--- config.mk ---
export PLATFORM = sky130hd
export DESIGN_NAME = timer_irq_unit
export DESIGN_NICKNAME = d
export VERILOG_FILES = /design/src/rtl/timer_irq_unit_pkg.sv /design/src/rtl/timer_irq_unit_timer_channel.sv /design/src/rtl/timer_irq_unit.sv
export SDC_FILE = /design/constraint.sdc
export NUM_CORES = 1
export LEC_CHECK = 0
export CORE_MARGIN = 1
export CORE_UTILIZATION = 39
export DETAILED_ROUTE_END_ITERATION = 12
export PLACE_DENSITY_LB_ADDON = 0.05
export SYNTH_ARGS = -nofsm -noshare
export SYNTH_HDL_FRONTEND = slang
export SYNTH_SLANG_ARGS = --single-unit
--- constraint.sdc ---
create_clock -name clk -period 23.4 [get_ports clk]
set_input_delay 5.85 -clock clk [delete_from_list [all_inputs] [get_ports clk]]
set_output_delay 5.85 -clock clk [all_outputs]
set_load 0.1 [all_outputs]
--- src/rtl/timer_irq_unit_pkg.sv ---
// Shared definitions for the timer/interrupt block: register map layout and
// TCON bit positions used by both the channel and the top-level decode.
package timer_irq_unit_pkg;

  // Register selector within one channel block (word offset 0..3)
  typedef enum logic [1:0] {
    REG_TH    = 2'd0,
    REG_TL    = 2'd1,
    REG_TCON  = 2'd2,
    REG_PRESC = 2'd3
  } reg_sel_e;

  // TCON bit positions
  localparam int TCON_EN     = 0;
  localparam int TCON_IE     = 1;
  localparam int TCON_STATUS = 2;
  localparam int TCON_MODE   = 3;

  // Channel register block stride in bytes and in words
  localparam int CH_STRIDE = 16;
  localparam int CH_WORDS  = CH_STRIDE / 4;

  // Byte offset of the global PEND register from the channel 0 base
  function automatic int pend_offset(input int num_ch);
    return CH_STRIDE * num_ch;
  endfunction

endpackage

--- src/rtl/timer_irq_unit_timer_channel.sv ---
// One timer channel: TH/TL/TCON/PRESC registers, prescaler, up-counter and
// terminal-count handling. Bus writes arrive as pre-decoded strobes.
module timer_channel
  import timer_irq_unit_pkg::*;
#(
  parameter int WIDTH   = 32,
  parameter int PRESC_W = 8
) (
  input  logic               clk,
  input  logic               reset,
  input  logic               wr_th,
  input  logic               wr_tl,
  input  logic               wr_tcon,
  input  logic               wr_presc,
  input  logic [31:0]        wdata,
  output logic [WIDTH-1:0]   th,
  output logic [WIDTH-1:0]   tl,
  output logic [PRESC_W-1:0] presc,
  output logic [3:0]         tcon,
  output logic               pend
);

  localparam logic [WIDTH-1:0]   TL_MAX   = {WIDTH{1'b1}};
  localparam logic [WIDTH-1:0]   TL_ONE   = {{(WIDTH-1){1'b0}}, 1'b1};
  localparam logic [PRESC_W-1:0] PCNT_ONE = {{(PRESC_W-1){1'b0}}, 1'b1};

  logic [WIDTH-1:0]   th_q, th_d, tl_q, tl_d;
  logic [PRESC_W-1:0] presc_q, presc_d, pcnt_q, pcnt_d;
  logic               en_q, en_d, ie_q, ie_d, status_q, status_d, mode_q, mode_d;
  logic               tick_s, term_s;

  // Next-state: prescaler tick, counter/reload, TCON with hardware-wins collisions
  always_comb begin
    tick_s  = en_q && (pcnt_q == presc_q);
    term_s  = 1'b0;
    th_d    = wr_th ? wdata[WIDTH-1:0] : th_q;
    presc_d = wr_presc ? wdata[PRESC_W-1:0] : presc_q;

    // A bus write to TL suppresses both the increment and the terminal event
    if (wr_tl) begin
      tl_d = wdata[WIDTH-1:0];
    end else if (tick_s && (tl_q == TL_MAX)) begin
      tl_d   = th_q;
      term_s = 1'b1;
    end else if (tick_s) begin
      tl_d = tl_q + TL_ONE;
    end else begin
      tl_d = tl_q;
    end

    // Terminal count overrides the written EN (one-shot) and STATUS (W1C)
    ie_d     = wr_tcon ? wdata[TCON_IE] : ie_q;
    mode_d   = wr_tcon ? wdata[TCON_MODE] : mode_q;
    en_d     = (wr_tcon ? wdata[TCON_EN] : en_q) & ~(term_s & mode_q);
    status_d = (wr_tcon ? (status_q & ~wdata[TCON_STATUS]) : status_q) | term_s;

    // Prescale counter sits at 0 whenever the channel is (or is becoming) idle
    if (!en_q || !en_d || wr_presc || tick_s) begin
      pcnt_d = {PRESC_W{1'b0}};
    end else begin
      pcnt_d = pcnt_q + PCNT_ONE;
    end
  end

  // Channel state registers
  always_ff @(posedge clk or posedge reset) begin
    if (reset) begin
      th_q     <= {WIDTH{1'b0}};
      tl_q     <= {WIDTH{1'b0}};
      presc_q  <= {PRESC_W{1'b0}};
      pcnt_q   <= {PRESC_W{1'b0}};
      en_q     <= 1'b0;
      ie_q     <= 1'b0;
      status_q <= 1'b0;
      mode_q   <= 1'b0;
    end else begin
      th_q     <= th_d;
      tl_q     <= tl_d;
      presc_q  <= presc_d;
      pcnt_q   <= pcnt_d;
      en_q     <= en_d;
      ie_q     <= ie_d;
      status_q <= status_d;
      mode_q   <= mode_d;
    end
  end

  assign th    = th_q;
  assign tl    = tl_q;
  assign presc = presc_q;
  assign tcon  = {mode_q, status_q, ie_q, en_q};
  assign pend  = status_q & ie_q;

endmodule

--- src/rtl/timer_irq_unit.sv ---
// Memory-mapped multi-channel timer: address decode, read mux, channel array
// and a registered lowest-index-first interrupt encoder.
module timer_irq_unit
  import timer_irq_unit_pkg::*;
#(
  parameter int          NUM_CH    = 4,
  parameter int          WIDTH     = 32,
  parameter int          PRESC_W   = 8,
  parameter logic [31:0] BASE_ADDR = 32'h40000020
) (
  input  logic        clk,
  input  logic        reset,
  input  logic        rd,
  input  logic        wr,
  input  logic [31:0] addr,
  input  logic [31:0] wdata,
  output logic [31:0] rdata,
  output logic        irq,
  output logic [2:0]  irq_id
);

  // Word offset of PEND; channel registers occupy the words below it
  localparam logic [29:0] CH_SPAN = 30'(pend_offset(NUM_CH) / 4);

  logic [29:0]        off_s;
  logic               ch_hit_s, pend_hit_s;
  logic [2:0]         ch_idx_s;
  reg_sel_e           reg_sel_s;
  logic [NUM_CH-1:0]  wr_th_s, wr_tl_s, wr_tcon_s, wr_presc_s, pend_s;
  logic [WIDTH-1:0]   th_s [NUM_CH];
  logic [WIDTH-1:0]   tl_s [NUM_CH];
  logic [PRESC_W-1:0] presc_s [NUM_CH];
  logic [3:0]         tcon_s [NUM_CH];
  logic [WIDTH-1:0]   sel_th_s, sel_tl_s;
  logic [PRESC_W-1:0] sel_presc_s;
  logic [3:0]         sel_tcon_s;
  logic               irq_q, irq_d;
  logic [2:0]         irq_id_q, irq_id_d;
  logic               unused_addr_s;

  // Byte lane bits do not take part in decode
  assign unused_addr_s = ^addr[1:0];

  // Address decode relative to the channel 0 base (below-base addresses wrap high)
  always_comb begin
    off_s      = addr[31:2] - BASE_ADDR[31:2];
    ch_hit_s   = (off_s < CH_SPAN);
    pend_hit_s = (off_s == CH_SPAN);
    ch_idx_s   = off_s[4:2];
    reg_sel_s  = reg_sel_e'(off_s[1:0]);
  end

  // Per-channel write strobes
  always_comb begin
    wr_th_s    = {NUM_CH{1'b0}};
    wr_tl_s    = {NUM_CH{1'b0}};
    wr_tcon_s  = {NUM_CH{1'b0}};
    wr_presc_s = {NUM_CH{1'b0}};
    for (int c = 0; c < NUM_CH; c++) begin
      if (wr && ch_hit_s && (ch_idx_s == 3'(c))) begin
        case (reg_sel_s)
          REG_TH:    wr_th_s[c]    = 1'b1;
          REG_TL:    wr_tl_s[c]    = 1'b1;
          REG_TCON:  wr_tcon_s[c]  = 1'b1;
          REG_PRESC: wr_presc_s[c] = 1'b1;
          default:   wr_th_s[c]    = 1'b0;
        endcase
      end else begin
        wr_th_s[c] = 1'b0;
      end
    end
  end

  for (genvar c = 0; c < NUM_CH; c++) begin : g_ch
    timer_channel #(
      .WIDTH   (WIDTH),
      .PRESC_W (PRESC_W)
    ) u_ch (
      .clk      (clk),
      .reset    (reset),
      .wr_th    (wr_th_s[c]),
      .wr_tl    (wr_tl_s[c]),
      .wr_tcon  (wr_tcon_s[c]),
      .wr_presc (wr_presc_s[c]),
      .wdata    (wdata),
      .th       (th_s[c]),
      .tl       (tl_s[c]),
      .presc    (presc_s[c]),
      .tcon     (tcon_s[c]),
      .pend     (pend_s[c])
    );
  end

  // Select the addressed channel's register values
  always_comb begin
    sel_th_s    = {WIDTH{1'b0}};
    sel_tl_s    = {WIDTH{1'b0}};
    sel_presc_s = {PRESC_W{1'b0}};
    sel_tcon_s  = 4'h0;
    for (int c = 0; c < NUM_CH; c++) begin
      sel_th_s    = (ch_idx_s == 3'(c)) ? th_s[c]    : sel_th_s;
      sel_tl_s    = (ch_idx_s == 3'(c)) ? tl_s[c]    : sel_tl_s;
      sel_presc_s = (ch_idx_s == 3'(c)) ? presc_s[c] : sel_presc_s;
      sel_tcon_s  = (ch_idx_s == 3'(c)) ? tcon_s[c]  : sel_tcon_s;
    end
  end

  // Combinational read data, zero when not reading or unmapped
  always_comb begin
    rdata = 32'h0;
    if (rd && ch_hit_s) begin
      case (reg_sel_s)
        REG_TH:    rdata[WIDTH-1:0]   = sel_th_s;
        REG_TL:    rdata[WIDTH-1:0]   = sel_tl_s;
        REG_TCON:  rdata[3:0]         = sel_tcon_s;
        REG_PRESC: rdata[PRESC_W-1:0] = sel_presc_s;
        default:   rdata              = 32'h0;
      endcase
    end else if (rd && pend_hit_s) begin
      rdata[NUM_CH-1:0] = pend_s;
      rdata[10:8]       = irq_id_q;
    end else begin
      rdata = 32'h0;
    end
  end

  // Priority encoder: lowest pending channel wins, id is 0 when nothing pends
  always_comb begin
    irq_d    = |pend_s;
    irq_id_d = 3'd0;
    for (int c = NUM_CH - 1; c >= 0; c--) begin
      irq_id_d = pend_s[c] ? 3'(c) : irq_id_d;
    end
  end

  // Registered interrupt outputs
  always_ff @(posedge clk or posedge reset) begin
    if (reset) begin
      irq_q    <= 1'b0;
      irq_id_q <= 3'd0;
    end else begin
      irq_q    <= irq_d;
      irq_id_q <= irq_id_d;
    end
  end

  assign irq    = irq_q;
  assign irq_id = irq_id_q;

endmodule
== Word-level counts from Yosys, hierarchy flattened ==
Cells that the tools add are included.

* Flip-flop bits (word level): 339
* Bits of input ports: 68
* Output and inout bits: 36
* Word-level logic and storage cells: 204

* Add/sub/neg operators: 9
* Magnitude comparators: 1
* Equal/unequal tests: 15
* Multiplexer cells: 78
* Bitwise gates (word level): 25
* Reduce and logical (&&, ||, !) cells: 42

{| class="wikitable"
|+ Operators by type and width
! cell !! number
|-
| $mux W32 || 21
|-
| $add A32 B1 Y32 const B || 4
|-
| $eq A32 B32 Y1 const B || 4
|-
| $mux W8 || 8
|-
| $pmux W24 S2 || 1
|-
| $mux W1 || 36
|-
| $add A8 B1 Y8 const B || 4
|-
| $eq A8 B8 Y1 || 4
|-
| $eq A30 B5 Y1 const B || 1
|-
| $lt A30 B5 Y1 const B || 1
|-
| $sub A30 B29 Y30 const B || 1
|-
| $mux W4 || 5
|-
| $and A1 B1 Y1 || 16
|-
| $pmux W4 S4 || 1
|-
| $logic_and A1 B1 Y1 || 15
|-
| $logic_or A1 B1 Y1 || 12
|-
| $pmux W4 S3 || 1
|-
| $reduce_bool A3 Y1 || 4
|-
| $mux W2 || 5
|-
| $logic_not A1 Y1 || 8
|-
| $eq A3 B2 Y1 const B || 2
|-
| $not A1 Y1 || 5
|-
| $eq A2 B2 Y1 const B || 2
|-
| $or A1 B1 Y1 || 4
|-
| other kinds (5) || 5
|}

== Logic depth before layout (Yosys ltp) ==
Gate-level depths: netlist of the first run.

* Depth after elaboration: 14
* Gate-level depth with buffers: 14
* Depth with buffers taken out: 9

== By module ==
A second synthesis of the first run with hierarchy kept.

* Cell total of the unflattened synthesis: 2,273
* Area total of the unflattened synthesis: 21,598.2 sq um

{| class="wikitable"
|+ By module, submodules not included
! module !! times used !! cells an instance !! area an instance (sq um) !! sequential area each (sq um)
|-
| timer_channel at g_ch[0].u_ch ... || 3 || 455 || 4,528.1 || 2,102.0
|-
| timer_channel at g_ch[1].u_ch || 1 || 442 || 4,496.8 || 2,102.0
|-
| timer_irq_unit || 1 || 466 || 3,517.1 || 75.1
|}

== Least setup slack after synthesis of the first run ==
OpenSTA, ideal clock, no wires.

* Path type: in2out
* Start point: input port addr[5]
* End point: output port rdata[3]
* Data arrival time: 10.320 ns
* Data required time: 17.550 ns
* Setup slack: 7.230 ns
* Stages: 12
* Buffers on the path: 3
* Cell sequence: buf_1 > inv_1 > clkbuf_1 > ha_1 > nor3b_1 > nand4_1 > a211oi_1 > o21ai_1 > nor4_2 > nand3_1 > clkbuf_1 > o22ai_1

* Longest elaborated chain between the ends: 8
* Elaborated cells between the ends (all ways): 28
* Classes of those cells: add/sub (1); order compare (1); eq/ne (4); mux (19); reduce/logical (3)

{| class="wikitable"
|+ RTL lines
! what !! line !! RTL
|-
| start, declared || timer_irq_unit.sv:15 || <nowiki>input logic [31:0] addr,</nowiki>
|-
| $sub A30 B29 Y30 * || timer_irq_unit.sv:46 || <nowiki>off_s = addr[31:2] - BASE_ADDR[31:2];</nowiki>
|-
| branches (longest 6 deep; another with $lt A30 B5 Y1) || -- ||
|-
| $mux W32 * || timer_irq_unit.sv:111 || <nowiki>if (rd && ch_hit_s) begin</nowiki>
|-
| end, declared || timer_irq_unit.sv:17 || <nowiki>output logic [31:0] rdata,</nowiki>
|}

Every way passes the cells marked *.

== Worst setup path after layout of the first run ==
* Start point: input port addr[5]
* End point: output port rdata[19]

* Longest elaborated chain between the ends: 8
* Elaborated cells between the ends (all ways): 17
* Classes of those cells: add/sub (1); order compare (1); eq/ne (3); mux (10); reduce/logical (2)

{| class="wikitable"
|+ RTL lines
! what !! line
|-
| $sub A30 B29 Y30 * || timer_irq_unit.sv:46
|-
| branches (longest 6 deep; another with $lt A30 B5 Y1) || --
|-
| $mux W32 * || timer_irq_unit.sv:111
|}

Marked as above.

==> results.py, run 1 <==
metrics = {
    "logic_synthesis": {
        "ys_types": 74,
        "synth_seq_cells": 339,
        "ys.flop_type": "dfrtp_1",
        "synth-seq-area-share_pct": 39.3,
        "synth_warnings": 0,
        "async_flop_share_pct": 100,
        "syn-cell-area_um2": 21600,
        "synthesis.nets": 2397,
        "synth_edf_count": 0,
        "syn-instance-count": 2320,
        "avgSynthCellArea_um2": 9.30,
    },
    "clock_network": {
        "cts-root-buf": "clkbuf_16",
        "cts_tree": "yes",
        "cts.sinks": 339,
        "ctsHoldBuffers": 0,
        "cts_resized": 0,
        "cts_inserted_buffers": 43,
        "clk_pin_slew_ps": 60,
        "clk_latency_ps": 580,
        "postCtsSetupBuffers": 0,
        "cts_buffer_depth": 3,
        "cts_max_level": 2,
    },
    "routing": {
        "via_per_inst": 6.35,
        "drc": 0,
        "drt-initial-drc-count": 2165,
        "ant_nets": 0,
        "finalWirelength_mm": 84.0,
        "drt_pass1_iterations": 6,
        "dr_total_vias": 19600,
        "wire_per_inst_um": 27.3,
    },
    "worst_setup_path": {
        "path_class": "input port to output pin",
        "r2r_start": "g_ch[1].u_ch.tl[1]",
        "r2r_slack_ps": 19650,
        "reg2reg_to": "g_ch[1].u_ch.tl[2]",
        "arrival_ps": 12000,
        "critical_path.startpoint": "addr[5]",
        "worst_r2r_path_depth": 9,
        "worstPathRequired_ps": 17550,
        "start_kind": "input port",
        "cp_max_fo": 80,
        "endpoint_kind": "output pin",
    },
    "status": {
        "status": "completed",
    },
    "die": {
        "boundaryPins": 104,
        "row_count": 85,
        "coreArea_um2": 54200,
        "dieHeight_um": 237,
        "die_area_um2": 56200,
        "die_w_um": 237,
        "initial_utilization_pct": 39.8,
    },
    "power": {
        "pwr-share-seq_pct": 42.5,
        "power_per_cell_area_nw_per_um2": 55.9,
        "power_frac_clock_pct": 51.0,
        "intPower_mw": 1.04,
        "combPwrFrac_pct": 6.4,
        "p_switching_mw": 0.336,
        "swShare_pct": 24.4,
        "p_leak_nw": 10.5,
        "ir_drop_mv": 0.0460,
    },
    "cells_and_area": {
        "final_cells": 3079,
        "final_cell_mix": "dfrtp_1, a21oi_1, nor2_1",
        "fillCellCount": 5241,
        "drive_above_1_share_pct": 10.9,
        "nets": 2431,
        "area_delta_synth_final_pct": 14.4,
        "final_common_cell": "dfrtp_1",
        "final_area_um2": 24700,
        "diodes": 0,
    },
    "run": {
        "maxCapViolCount": 0,
    },
    "sta": {
        "setup_violations": 0,
        "finalCritPeriodShare_pct": 76.3,
        "min_period_ps": 17850,
        "rsz0062_at_grt": "no",
        "finClkSkew_ps": 17.6,
        "tns_ps": 0,
        "hold_viol": 0,
        "tightest_slew_ps": 1130,
        "maxSlewHeadroom_pct": 24.6,
        "fmax_mhz": 56.0,
        "slew_viol_final": 0,
    },
    "place": {
        "detailed_place_hpwl_mm": 59.2,
        "gp_congestion": 0.926,
        "place_area_um2": 23200,
        "io_buffers": 100,
        "dp_cells": 3005,
    },
    "min_path": {
        "min_path_type": "flip-flop to flip-flop",
        "worstHoldStart": "g_ch[0].u_ch.mode_q",
        "worstHoldPathCells": 1,
        "holdPathEnd": "g_ch[0].u_ch.en_q",
    },
    "global_route": {
        "grt.total_usage_pct": 29.9,
        "antenna_found_initial": 5,
        "grt_pass1_vias": 18700,
        "grt_pass1_wl_mm": 126,
        "grt-ovfl-total": 0,
        "grt_max_degree": 111,
    },
}
## flip-flops by register name (all words and copies together), names as in the netlist
signal,flops
g_ch.u_ch.presc,32
g_ch.u_ch.tl,128
g_ch.u_ch.en_q,4
irq_id,2
g_ch.u_ch.mode_q,4
g_ch.u_ch.status_q,4
g_ch.u_ch.th,128
g_ch.u_ch.ie_q,4
g_ch.u_ch.pcnt_q,32
irq,1
## metal layers
layer  GRT usage [%]  share of wire (%)
met3            7.65                9.8
met1            43.8                 45
met5               0                  0
met4            8.64                2.6
met2            43.0                 42
## worst max path at each step
stage | endpoint | slack, ps | cells after the start
2_1_floorplan | rdata[3] | 7230 | 12
3_3_place_gp | rdata[19] | 5630 | 13
3_5_place_dp | rdata[19] | 5670 | 13
4_1_cts | rdata[19] | 5630 | 13
5_1_grt | rdata[19] | 5340 | 13
6_report | rdata[19] | 5550 | 13
## power by group through the flow
stage | clock network (mW) | registers (mW) | logic [mW]
3_5_place_dp | 0 | 0.597 | 0.0878
4_1_cts | 0.715 | 0.586 | 0.0880
6_report | 0.703 | 0.586 | 0.0889
3_3_place_gp | 0 | 0.597 | 0.0878
5_1_grt | 0.736 | 0.586 | 0.0949
2_1_floorplan | 0 | 0.597 | 0.0428
## layout make-up
| cell class | count | area [um^2] | area share [%] |
|---|---|---|---|
| Clock inverter | 6 | 105 | 0.426 |
| Inverter | 41 | 161 | 0.654 |
| Timing Repair Buffer | 151 | 1380 | 5.58 |
| Tap cell | 696 | 871 | 3.53 |
| Clock buffer | 68 | 1370 | 5.56 |
| Sequential cell | 339 | 8480 | 34.4 |
| Multi-Input combinational cell | 1778 | 12300 | 49.9 |
## critical path: stages
cell,delay (ps)
buf_2,80
buf_4,710
inv_1,600
ha_1,470
o21bai_1,290
a211oi_1,310
a21oi_1,90
or3_1,410
nor4_2,340
buf_4,220
nand3_1,700
a21oi_1,650
clkdlybuf4s50_1,1230
## synthesized netlist by cell type, types with 7 or more instances
master     instances  area (um^2)
a211oi_1          17          128
a21o_1            20          150
a21oi_1          227         1140
a22oi_1           14          105
a2bb2oi_1         17          149
a31oi_1           39          244
a41oi_1           10         87.6
and2_1            22          138
and3_1            41          257
and4_1            17          149
buf_1             15         56.3
buf_2             12         60.1
buf_4             13         97.6
clkbuf_1         122          458
dfrtp_1          339         8480
ha_1               9          113
inv_1             41          154
mux2_1           130         1460
mux2_2            75          845
mux2_4            24          360
mux2i_1          111         1110
nand2_1          137          514
nand3_1          136          681
nand4_1           48          300
nand4b_1          11         96.3
nor2_1           193          724
nor2b_1            7         43.8
nor3_1            53          265
nor4_1            40          250
nor4_4             9          191
o211ai_1          64          480
o21a_1             9         67.6
o21ai_0           62          310
o21ai_1           11         55.1
o22ai_1           53          332
o2bb2ai_1          7         61.3
or3_1             22          138
or4_1              7         52.6
xnor2_1           46          403
xor2_1            11         96.3
## through the flow
step                worst slack (ps)  total power, mW  hold WS [ps]  util, %
finish                          5550             1.38           480     45.5
global route                    5340             1.42           497     45.5
CTS                             5630             1.39           474     45.5
detailed placement              5670            0.685           466     42.8
global placement                5630            0.685           455     42.8
floorplan                       7230            0.640           436        -
## logic make-up (layout without fill, tap and decap cells)
group / Yosys count / in the layout / share of synthesized area, %
other: 1 / 1 / 0.0174
XOR/XNOR: 57 / 57 / 2.32
buffers and inverters: 203 / 266 / 3.83
flip-flops: 339 / 339 / 39.3
multiplexers: 344 / 344 / 17.9
AND/OR/NAND/NOR: 779 / 779 / 19.1
adder cells (fa/ha/maj): 9 / 9 / 0.522
AO/OA/AOI/OAI: 588 / 588 / 16.9
(Power assumes the default switching activity.)
==> inputs of run 2 (changes only) <==
clock period = 16.85 ns   (was 23.4 ns; I/O delays follow)
==> results.py, run 2 (same netlist as run 1, synthesis figures left out) <==
metrics = {
    "die": {
        "dieHeight_um": 237,
        "boundaryPins": 104,
        "coreArea_um2": 54200,
        "die_w_um": 237,
        "die_area_um2": 56200,
        "row_count": 85,
        "initial_utilization_pct": 39.8,
    },
    "global_route": {
        "grt.total_usage_pct": 29.9,
        "grt_max_degree": 152,
        "grt-ovfl-total": 0,
        "grt_pass1_wl_mm": 126,
        "antenna_found_initial": 2,
        "grt_pass1_vias": 18600,
    },
    "place": {
        "detailed_place_hpwl_mm": 58.9,
        "place_area_um2": 23200,
        "gp_congestion": 0.919,
        "io_buffers": 100,
        "place_ws_ps": 3050,
    },
    "sta": {
        "tns_ps": 0,
        "min_period_ps": 13810,
        "finalCritPeriodShare_pct": 82.0,
        "rsz0062_at_grt": "no",
        "tightest_slew_ps": 1110,
        "maxSlewHeadroom_pct": 25.1,
        "fmax_mhz": 72.4,
        "slew_viol_final": 0,
        "setup_slack_ps": 3040,
        "setup_violations": 0,
        "finClkSkew_ps": 25.4,
        "fin_hold_ws_ps": 476,
        "hold_viol": 0,
    },
    "clock_network": {
        "ctsHoldBuffers": 0,
        "cts.sinks": 339,
        "cts_max_level": 2,
        "clk_pin_slew_ps": 60,
        "clk_latency_ps": 590,
        "cts-root-buf": "clkbuf_16",
        "cts_inserted_buffers": 43,
        "cts_buffer_depth": 3,
        "cts_resized": 0,
        "postCtsSetupBuffers": 0,
        "cts_tree": "yes",
    },
    "power": {
        "power_per_cell_area_nw_per_um2": 76.4,
        "ir_drop_mv": 0.0872,
        "p_leak_nw": 10.5,
        "power_mw": 1.88,
    },
    "worst_setup_path": {
        "worst_r2r_path_depth": 9,
        "reg2reg_to": "g_ch[1].u_ch.tl[2]",
        "max_stage_delay_ps": 1210,
        "cp_cell_sequence": "buf_2, inv_1, ha_1, nor3b_1, nand4_1, a211oi_1, o21ai_1, nor4_2, buf_4, nand3_1, a21oi_1, clkdlybuf4s50_1",
        "r2r_slack_ps": 13090,
        "start_kind": "input port",
        "cp_max_fo": 14,
        "r2r_start": "g_ch[1].u_ch.tl[1]",
        "path_class": "input port to output pin",
        "crit_slowest_cell": "clkdlybuf4s50_1",
        "worstPathRequired_ps": 12640,
        "endpoint_kind": "output pin",
        "arrival_ps": 9600,
    },
    "status": {
        "status": "completed",
    },
    "routing": {
        "via_per_inst": 6.33,
        "drt-initial-drc-count": 2176,
        "wire_per_inst_um": 27.2,
        "ant_nets": 0,
        "drc": 0,
        "finalWirelength_mm": 83.9,
        "dr_total_vias": 19500,
        "drt_pass1_iterations": 6,
    },
    "min_path": {
        "worstHoldPathCells": 1,
        "worstHoldStart": "g_ch[0].u_ch.mode_q",
        "holdPathEnd": "g_ch[0].u_ch.en_q",
        "min_path_type": "flip-flop to flip-flop",
    },
    "cells_and_area": {
        "final_cell_mix": "dfrtp_1, a21oi_1, nor2_1",
        "final_area_um2": 24600,
        "area_delta_synth_final_pct": 14.2,
        "final_common_cell": "dfrtp_1",
        "drive_above_1_share_pct": 10.9,
        "fillCellCount": 5198,
        "nets": 2430,
    },
    "run": {
        "maxCapViolCount": 0,
    },
}
run 2: cell types whose count changed in the layout (fill, tap and decap cells not counted), sizes merged:
cell,previous run,this run
diode,0,3
clkinv,3,6
bufinv,3,0
clkbuf,68,70
buf,53,52
run 2: cell type report:
cell class | instances | area (um^2) | share of cell area [%]
multi-input combinational | 1778 | 12300 | 50.0
sequential | 339 | 8480 | 34.4
clock buffer | 70 | 1390 | 5.64
timing repair buffer | 150 | 1380 | 5.61
tap | 696 | 871 | 3.54
inverter | 41 | 161 | 0.655
clock inverter | 6 | 30.0 | 0.122
antenna | 3 | 7.51 | 0.0305
run 2: worst max path at each step:
stage	startpoint	cells after the start	slack, ps	endpoint
floorplan	reset	1	3240	g_ch[0].u_ch.en_q
global placement	addr[5]	12	3080	rdata[19]
detailed placement	addr[5]	12	3050	rdata[19]
CTS	addr[5]	12	3010	rdata[19]
global route	addr[5]	12	2640	rdata[19]
finish	addr[5]	12	3040	rdata[16]
run 2: metrics by stage:
stage | utilization (%) | std cells
after floorplan | - | 2320
after global placement | 42.8 | 3004
after detailed placement | 42.8 | 3004
after CTS | 45.4 | 3080
after global routing | 45.4 | 3080
final | 45.4 | 3083
run 2: worst max-delay path: cells and delay by family:
| family | cells | cell delay, ps |
|---|---|---|
| adder cells (fa/ha/maj) | 1 | 400 |
| AND/OR/NAND/NOR | 4 | 1630 |
| buffers and inverters | 4 | 2030 |
| AO/OA/AOI/OAI | 3 | 1290 |
run 2: metal layers:
layer  part of all wire (%)  up-vias  global-route usage (%)
li1                       -     8762                       -
met1                     48     9908                    45.7
met2                     42      732                    43.4
met3                    7.7      114                    4.63
met4                    2.3        0                    7.88
met5                      0        -                       0
run 2: where the power goes:
| group | total (mW) | internal (mW) | switching [mW] | leakage, nW |
|---|---|---|---|---|
| Clock | 0.943 | 0.559 | 0.383 | 0.710 |
| Sequential | 0.814 | 0.814 | 0.00000595 | 4.30 |
| Combinational | 0.124 | 0.0335 | 0.0903 | 5.46 |
| Total | 1.88 | 1.41 | 0.474 | 10.5 |
==> inputs of run 3 (changes only) <==
clock period = 14.4 ns   (was 16.85 ns; I/O delays follow)
==> results.py, run 3 (same netlist as run 1, synthesis figures left out) <==
metrics = {
    "power": {
        "combPwrFrac_pct": 6.3,
        "p_switching_mw": 0.562,
        "power_frac_clock_pct": 52.4,
        "intPower_mw": 1.75,
        "p_leak_nw": 10.5,
        "ir_drop_mv": 0.0691,
        "power_per_cell_area_nw_per_um2": 93.2,
        "swShare_pct": 24.3,
        "pwr-share-seq_pct": 41.3,
    },
    "global_route": {
        "grt-ovfl-total": 0,
        "antenna_found_initial": 3,
        "grt.total_usage_pct": 29.9,
        "grt_pass1_wl_mm": 126,
        "grt_max_degree": 80,
        "grt_pass1_vias": 18600,
    },
    "cells_and_area": {
        "final_cell_mix": "dfrtp_1, a21oi_1, nor2_1",
        "final_area_um2": 24800,
        "drive_above_1_share_pct": 11.2,
        "diodes": 0,
        "area_delta_synth_final_pct": 14.9,
        "final_cells": 3085,
        "final_common_cell": "dfrtp_1",
        "nets": 2432,
    },
    "die": {
        "coreArea_um2": 54200,
        "row_count": 85,
        "initial_utilization_pct": 39.8,
        "dieHeight_um": 237,
        "boundaryPins": 104,
        "die_w_um": 237,
        "die_area_um2": 56200,
    },
    "worst_setup_path": {
        "r2r_start": "g_ch[1].u_ch.tl[1]",
        "r2r_slack_ps": 10340,
        "worstPathRequired_ps": 10800,
        "cp_max_fo": 14,
        "crit_slowest_cell": "clkdlybuf4s50_1",
        "endpoint_kind": "output pin",
        "reg2reg_to": "g_ch[1].u_ch.tl[9]",
        "worst_r2r_path_depth": 8,
        "max_stage_delay_ps": 1220,
        "start_kind": "input port",
        "arrival_ps": 9030,
        "path_class": "input port to output pin",
        "cp_cell_sequence": "buf_2, inv_1, ha_1, nor3b_1, nand4_1, a211oi_1, o21ai_1, nor4_2, buf_4, nand3_1, a21oi_1, clkdlybuf4s50_1",
    },
    "min_path": {
        "worstHoldPathCells": 1,
        "holdPathEnd": "g_ch[0].u_ch.en_q",
        "worstHoldStart": "g_ch[0].u_ch.mode_q",
        "min_path_type": "flip-flop to flip-flop",
    },
    "routing": {
        "finalWirelength_mm": 84.2,
        "drt_pass1_iterations": 5,
        "wire_per_inst_um": 27.3,
        "drc": 0,
        "via_per_inst": 6.32,
        "drt-initial-drc-count": 1945,
        "dr_total_vias": 19500,
        "ant_nets": 0,
    },
    "place": {
        "dp_cells": 3006,
        "gp_congestion": 0.933,
        "place_ws_ps": 1840,
        "detailed_place_hpwl_mm": 59.3,
        "io_buffers": 100,
        "place_area_um2": 23200,
    },
    "clock_network": {
        "ctsHoldBuffers": 0,
        "cts_resized": 0,
        "cts_inserted_buffers": 43,
        "clk_pin_slew_ps": 60,
        "cts_tree": "yes",
        "cts.sinks": 339,
        "clk_latency_ps": 580,
        "cts_max_level": 2,
        "postCtsSetupBuffers": 0,
        "cts-root-buf": "clkbuf_16",
        "cts_buffer_depth": 3,
    },
    "sta": {
        "hold_viol": 0,
        "tightest_slew_ps": 1220,
        "slew_viol_final": 0,
        "rsz0062_at_grt": "no",
        "maxSlewHeadroom_pct": 18.7,
        "setup_violations": 0,
        "finClkSkew_ps": 19.3,
        "min_period_ps": 12630,
        "fmax_mhz": 79.2,
        "setup_slack_ps": 1770,
        "tns_ps": 0,
        "finalCritPeriodShare_pct": 87.7,
    },
    "run": {
        "maxCapViolCount": 0,
    },
    "status": {
        "status": "completed",
    },
}
==> run 3: cell types whose count changed in the layout (fill, tap and decap cells not counted) <==
cell and change:
diode_2 -3, buf_4 +3, bufinv_16 +8, clkinv_2 -1
inv_6 +3, clkbuf_8 -5, clkinv_4 +1, clkbuf_16 -2
clkinvlp_4 +1, buf_12 -1, clkbuf_1 -2
==> run 3: power by group through the flow <==
stage / registers (mW) / logic, mW / clock network (mW)
after global placement: 0.970 / 0.144 / 0
final: 0.953 / 0.145 / 1.21
after detailed placement: 0.970 / 0.144 / 0
after floorplan: 0.971 / 0.0696 / 0
after global routing: 0.952 / 0.154 / 1.27
after CTS: 0.953 / 0.144 / 1.24
==> run 3: final cells by class <==
class                      instances  area [um^2]
clock buffer                      61         1260
tap                              696          871
inverter                          41          161
fill                            5265        29500
multi-input combinational       1778        12300
timing repair buffer             152         1380
clock inverter                    18          308
sequential                       339         8480
==> run 3: worst max-delay path by stage <==
stage	start	end	slack (ps)	cells after the start
after floorplan	reset	g_ch[0].u_ch.en_q	1410	1
after global placement	addr[5]	rdata[19]	1940	12
after detailed placement	addr[5]	rdata[19]	1840	12
after CTS	addr[5]	rdata[19]	1790	12
after global routing	addr[5]	rdata[19]	1590	12
final	addr[5]	rdata[19]	1770	12
==> run 3: metrics by stage <==
step	hold slack (ps)	power (mW)	utilization (%)
finish	469	2.31	45.7
CTS	469	2.33	45.7
global placement	452	1.11	42.8
detailed placement	461	1.11	42.8
global route	480	2.38	45.7
floorplan	436	1.04	-
==> run 3: metal layers <==
| metal | up-vias | global-route usage [%] | share of wire, % |
|---|---|---|---|
| li1 | 8763 | - | - |
| met1 | 9854 | 45.8 | 48 |
| met2 | 763 | 43.6 | 43 |
| met3 | 107 | 4.58 | 7.2 |
| met4 | 0 | 7.35 | 2.1 |
| met5 | - | 0 | 0 |
==> run 3: critical path: cells and delay by family <==
family	cells	cell delay [ps]
compound gates	3	1320
fa+ha+maj	1	400
buf+inv	4	2030
simple gates	4	1650
